===== config.mk =====
export PLATFORM = sky130hd
export DESIGN_NAME = set_bit_scanner
export DESIGN_NICKNAME = d
export VERILOG_FILES = /design/src/rtl/set_bit_scanner.sv
export SDC_FILE = /design/constraint.sdc
export NUM_CORES = 1
export LEC_CHECK = 0
export ABC_CLOCK_PERIOD_IN_PS = 3650
export BUFFER_PORTS_ARGS = -buffer_cell sky130_fd_sc_hd__clkbuf_2
export CAP_MARGIN = 15
export CELL_PAD_IN_SITES_DETAIL_PLACEMENT = 0
export CELL_PAD_IN_SITES_GLOBAL_PLACEMENT = 1
export CORE_ASPECT_RATIO = 0.7
export CORE_MARGIN = 8
export CORE_UTILIZATION = 41
export CTS_CLUSTER_DIAMETER = 150
export DETAILED_ROUTE_END_ITERATION = 16
export MAX_ROUTING_LAYER = met4
export PLACE_DENSITY = 0.91
export SETUP_SLACK_MARGIN = 0.05
export SYNTH_ARGS = -nofsm -noshare
export SYNTH_HDL_FRONTEND = slang
export SYNTH_SLANG_ARGS = --single-unit

===== constraint.sdc =====
create_clock -name clk -period 3.65 [get_ports clk]
set_input_delay 0.365 -clock clk [delete_from_list [all_inputs] [get_ports clk]]
set_output_delay 0.365 -clock clk [all_outputs]
set_load 0.01 [all_outputs]

===== src/rtl/set_bit_scanner.sv =====
// set_bit_scanner
//
// Splits a merged flag/request mask back into individual requests. One WIDTH-bit mask is
// accepted on the load handshake. The index of every set bit is then presented on the idx
// handshake, one per transfer, lowest bit first. Each accepted index is cleared from the
// internal copy of the mask. A zero mask produces no indices, only the done pulse.
//
// Parameters:
//   WIDTH  mask width in bits (power of two, >= 2)
//   IDX_W  index width, log2(WIDTH)
//
// Ports:
//   clk         rising-edge clock
//   rst         asynchronous, active-high reset
//   load_valid  load_data is valid
//   load_ready  block can accept a new mask (idle and not in reset)
//   load_data   mask to scan
//   idx_valid   idx holds a valid set-bit index
//   idx_ready   consumer accepts idx this cycle
//   idx         index of the lowest remaining set bit
//   idx_last    idx is the final set bit of the current mask
//   done        one-cycle pulse once the current mask is fully consumed
//   count       number of indices accepted for the current mask

module set_bit_scanner #(
    parameter int unsigned WIDTH = 32,
    parameter int unsigned IDX_W = 5
) (
    input  logic             clk,
    input  logic             rst,
    input  logic             load_valid,
    output logic             load_ready,
    input  logic [WIDTH-1:0] load_data,
    output logic             idx_valid,
    input  logic             idx_ready,
    output logic [IDX_W-1:0] idx,
    output logic             idx_last,
    output logic             done,
    output logic [IDX_W:0]   count
);

    localparam int unsigned CntW = IDX_W + 1;

    typedef enum logic [0:0] {
        StIdle,
        StScan
    } state_e;

    state_e            state_q;
    logic [WIDTH-1:0]  mask_q;
    logic [CntW-1:0]   count_q;
    logic              done_q;

    logic              load_fire;
    logic              idx_fire;
    logic [WIDTH-1:0]  mask_rest;
    logic [IDX_W-1:0]  idx_enc;
    logic              enc_found;

    // Gating with rst keeps load_ready low for the whole reset window, independent of
    // the state register.
    assign load_ready = (state_q == StIdle) && !rst;
    assign idx_valid  = (state_q == StScan);
    assign load_fire  = load_valid && load_ready;
    assign idx_fire   = idx_valid && idx_ready;

    // mask & (mask - 1) removes exactly the lowest set bit, which is the bit idx points at.
    assign mask_rest  = mask_q & (mask_q - WIDTH'(1));

    // Lowest-set-bit priority encoder over the registered mask.
    always_comb begin
        idx_enc   = '0;
        enc_found = 1'b0;
        for (int i = 0; i < WIDTH; i++) begin
            if (!enc_found && mask_q[i]) begin
                idx_enc   = IDX_W'(i);
                enc_found = 1'b1;
            end
        end
    end

    assign idx      = idx_enc;
    // Single bit set: nonzero, and nothing left once the lowest bit is removed.
    assign idx_last = (mask_q != '0) && (mask_rest == '0);
    assign done     = done_q;
    assign count    = count_q;

    always_ff @(posedge clk or posedge rst) begin
        if (rst) begin
            state_q <= StIdle;
            mask_q  <= '0;
            count_q <= '0;
            done_q  <= 1'b0;
        end else begin
            done_q <= 1'b0;
            unique case (state_q)
                StIdle: begin
                    if (load_fire) begin
                        count_q <= '0;
                        if (load_data != '0) begin
                            mask_q  <= load_data;
                            state_q <= StScan;
                        end else begin
                            // Nothing to emit: the empty mask completes immediately.
                            done_q <= 1'b1;
                        end
                    end
                end
                StScan: begin
                    if (idx_fire) begin
                        mask_q  <= mask_rest;
                        count_q <= count_q + CntW'(1);
                        if (idx_last) begin
                            state_q <= StIdle;
                            done_q  <= 1'b1;
                        end
                    end
                end
                default: begin
                    state_q <= StIdle;
                end
            endcase
        end
    end

endmodule


======== Word level (Yosys, flattened, before mapping) ========
Index checks and enable logic that the tools add are counted.
cells by class
  div/mod/pow operators ................... 0
  mux-type cells .......................... 79
  magnitude comparators ................... 0
  multiply operators ...................... 0
  reductions and logical operators ........ 72
  add/subtract/negate cells ............... 2
  bitwise logic cells ..................... 2
  equal/unequal tests ..................... 3
  shifts and indexed selects .............. 0
operators by type and width
  cell                                                   number
  two-way mux 5 bit                                      29
  two-way mux 32 bit                                     3
  one-hot mux 32 bit (2 select lines)                    1
  nonzero test 32 bit                                    2
  two-way mux 1 bit                                      40
  logical AND 1 bit                                      35
  bitwise AND 32 bit                                     1
  logical NOT 1 bit                                      32
  logical NOT 32 bit                                     1
  subtractor 32 x 1 -> 32 bit, second input constant     1
  two-way mux 6 bit                                      2
  one-hot mux 6 bit (2 select lines)                     1
  adder 6 x 1 -> 6 bit, second input constant            1
  inequality test 2 x 1 -> 1 bit, second input constant  2
  one-hot mux 1 bit (2 select lines)                     2
  AND reduction 3 bit                                    1
  two-way mux 2 bit                                      1
  inequality test 2 bit, second input constant           1
  AND reduction 2 bit                                    1
  NOT 1 bit                                              1
storage, ports and cells
  ROM bits ................................ 0
  memories kept ........................... 0
  latch bits .............................. 0
  logic and storage cells ................. 162
  RAM bits ................................ 0
  register bits after elaboration ......... 40
  input port bits ......................... 36

======== Logic depth before layout (Yosys ltp) ========
  depth after elaboration ................. 94
  depth in mapped cells ................... 9

======== Worst setup path after synthesis ========
No wires, ideal clock.
  path kind ............................... register to output
  start point ............................. reg mask_q[4]
  end point ............................... out idx_last
  data required time ...................... 3.285 ns
  arrival ................................. 2.604 ns
  path slack .............................. 0.681 ns
  path buffers ............................ 2
  stages on the path, launching flop included .. 10
  cell sequence ........................... dfrtp_1 buf_6 nor4_4 nand2_2 or3_4 buf_6 or4_4 a2111oi_2 nand2_1 nor2_1
on the way
  word-level cells in the longest chain between the ends .. 4
  elaborated cells on any way between the ends .. 5
ends and longest elaborated chain
  item                         RTL line  source
  start, declared              50        logic [WIDTH-1:0] mask_q;
  start signal, assigned       101       mask_q <= load_data;
  start signal, assigned       111       mask_q <= mask_rest;
  subtractor 32 x 1 -> 32 bit  68        assign mask_rest = mask_q & (mask_q - WIDTH'(1));
  bitwise AND 32 bit           68
  logical NOT 32 bit           84        assign idx_last = (mask_q != '0) && (mask_rest == '0);
  logical AND 1 bit (*)        84
  end, declared                37        output logic idx_last,
Every way passes the cells marked *; elsewhere a longest branch is shown, timed or not.

======== Worst setup path in the final report ========
  start point ............................. reg mask_q[3]
  end point ............................... out idx_last
Same word-level chain as after synthesis.

==> results.json <==
{
  "layout_common_cells": "clkbuf_2, nand2_1, dfrtp_1",
  "busiest_layer": "met1",
  "die_w_um": 113,
  "rsz0062_at_grt": "no",
  "groute.usage.overall_pct": 19.0,
  "postSynth.asyncResetShare_pct": 100,
  "cpLargestDelayFamily": "simple AND/OR/NAND/NOR gates",
  "overflow": 0,
  "ys_types": 56,
  "drt_iter0_drc": 314,
  "crit_required_ns": 3.28,
  "fin_cells": 447,
  "fill_cells": 616,
  "routabilityCongestion": 1.03,
  "rows": 24,
  "final_antenna_net_count": 0,
  "io_pins": 51,
  "yosysSeqAreaShare_pct": 37.2,
  "layout_setup_ws_ns": 0.223,
  "yosys.area.top_type": "dfrtp_1",
  "post_synth_inst_count": 321,
  "die_area_um2": 9450,
  "worst-path-max-fanout": 11,
  "dpl.hpwl_um": 6430,
  "drcViolationCount": 0,
  "max_slew_margin_pct": 42.0,
  "synth_area_leaders": "dfrtp_1, a22o_1, nand2_1",
  "drt_pass1_iterations": 5,
  "maxCapViolations": 0,
  "finalMaxSlewViolations": 0,
  "peakVddDrop_mv": 0.357,
  "area_growth_pct": 16.4,
  "fmax_mhz": 292,
  "worst_skew_pair.late_latency_ns": 0.30,
  "hold_path_class": "in -> async",
  "routed_wl_um": 8700,
  "cts_sinks": 40,
  "criticalPathCategory": "reg -> out",
  "synth_top_area_share_pct": 37.2,
  "use_met1_pct": 28.1,
  "tritoncts": "done",
  "p_leak_nw": 1.43,
  "wl_per_cell_um": 19.5,
  "die_y_um": 83.8,
  "tightestPinTransition_ns": 0.863,
  "end_kind": "output pin",
  "crit_chain": "nor4_4 > nand2_2 > or3_4 > or4_4 > a2111oi_4 > nand2_1 > nor2_1 > clkbuf_2",
  "cts_buffers": 5,
  "nets": 406,
  "htreeDepth": 2,
  "critPathLaunchType": "register",
  "use_met3_pct": 5.56,
  "antenna_cells": 0,
  "initial_utilization_pct": 42.9,
  "dp_cells": 436,
  "cp_slowest_cell": "or3_4",
  "grtUsageMet2_pct": 24.7,
  "via_count": 2765,
  "grt_max_degree": 41,
  "mostFrequentLayoutCell": "clkbuf_2",
  "io_buffers": 50,
  "post-place-ws_ns": 0.444,
  "critPathBufInv": 1,
  "ys.flop_type": "dfrtp_1",
  "fin_total_pwr_mw": 3.25,
  "setup_tns_ns": 0,
  "p_per_area_nw_per_um2": 1040,
  "core_um2": 6280,
  "drive_gt1_share_pct": 23.0,
  "cts.clk_slew.worst_paths_ns": 0.08,
  "ys_seq_elements": 40,
  "status": "complete, no violations",
  "grt_pass1_wl_um": 14000,
  "grt_antenna_before_repair": 0,
  "period_share_pct": 93.9,
  "grt_pass1_vias": 2581,
  "yosysWarnings": 0,
  "root_buffer": "clkbuf_8",
  "finClkSkew_ns": 0.0132,
  "vias_per_cell": 6.19,
  "cpPeakStageDelay_ns": 0.49,
  "min_period_ns": 3.43,
  "crit_arrival_ns": 3.06,
  "hold_viol": 0,
  "synth_area_um2": 2690,
  "synth_nets": 358,
  "clk_path_buf_depth": 2,
  "synth-edff-count": 0,
  "syn_avg_cell_area_um2": 8.38,
  "setup_viol": 0
}
[cell usage after synthesis, drive strengths merged (2+ instances only)]
| library cell | instances |
|---|---|
| nand2 | 45 |
| dfrtp | 40 |
| o21ai | 33 |
| nor2 | 30 |
| a22o | 20 |
| clkbuf | 15 |
| nor4 | 15 |
| a21oi | 13 |
| inv | 11 |
| nor3 | 8 |
| or4 | 8 |
| nand3 | 5 |
| o21a | 5 |
| or2 | 5 |
| xor2 | 5 |
| a2111oi | 4 |
| nand4 | 4 |
| o21bai | 4 |
| o22ai | 4 |
| a211o | 3 |
| a21o | 3 |
| a22oi | 3 |
| and2 | 3 |
| buf | 3 |
| o2111ai | 3 |
| or3 | 3 |
| a211oi | 2 |
| a221oi | 2 |
| mux2i | 2 |
| o221ai | 2 |
[cell families (layout without fill, tap and decap cells)]
kind of cell	count (synthesis)	after routing	synth area share [%]
AND/OR/NAND/NOR	132	132	25.3
multiplexers	2	2	0.744
AO/OA/AOI/OAI	111	111	29.4
flip-flops	40	40	37.2
adder cells (fa/ha/maj)	2	2	0.837
buffers and inverters	29	77	4.88
XOR/XNOR	5	5	1.63
[through the flow]
stage / hold WS (ns) / utilization [%] / area [µm²]
3_5_place_dp: 0.521 / 47.6 / 2990
6_report: 0.183 / 49.9 / 3130
5_1_grt: 0.248 / 49.9 / 3130
2_1_floorplan: 0.470 / - / 2690
4_1_cts: 0.203 / 48.9 / 3070
3_3_place_gp: 0.518 / 47.6 / 2990
[metal layers]
metal | vias up | wire (µm)
li1 | 1308 | -
met1 | 1330 | 4470
met2 | 119 | 3460
met3 | 8 | 738
met4 | 0 | 36
met5 | - | 0
[final timing paths]
| kind | from | end | slack (ns) | depth (start not counted) |
|---|---|---|---|---|
| worst min register to register | count[5] | count[5] | 0.54 | 2 |
| worst min-delay path | rst | count[3] | 0.18 | 3 |
| worst max-delay path | mask_q[3] | idx_last | 0.22 | 8 |
| max in group asynchronous | rst | mask_q[3] | 3.09 | 3 |
| min in group clk | load_data[21] | mask_q[21] | 0.28 | 3 |
| worst max register to register | mask_q[3] | idx_valid | 0.87 | 7 |
[state kept, by name, indices dropped and copies added (netlist names)]
register   flops
mask_q        32
count          6
idx_valid      1
done           1
[worst register-to-register path, delay by kind of cell (launching register included)]
kind / cells / cell delay [ns]
DFF: 1 / 0.47
and+or+nand+nor: 5 / 1.64
AOI/OAI and AO/OA: 2 / 0.58
[cell type report]
cell class                      count  area [µm²]  area share, %
Clock buffer                        5        68.8           2.20
Clock inverter                      2        12.5          0.400
Inverter                           11        41.3           1.32
Multi-Input combinational cell    252        1590           50.8
Sequential cell                    40        1000           32.0
Tap cell                           78        97.6           3.12
Timing Repair Buffer               59         318           10.1
[where the power goes]
group	switching [mW]	total (mW)	leakage (nW)	internal (mW)
logic	1.18	2.04	0.860	0.857
registers	0.318	0.927	0.527	0.609
clock network	0.158	0.287	0.0400	0.130
[repair_timing]
| action | CTS | global route |
|---|---|---|
| hold endpoints to repair | 0 | 0 |
| hold buffers | 0 | 0 |
| endpoints found under the setup margin | 0 | 4 |
| setup buffers | 0 | 4 |
| gates resized for setup | 0 | 4 |
No activity file was read; power rests on OpenSTA's default activity.
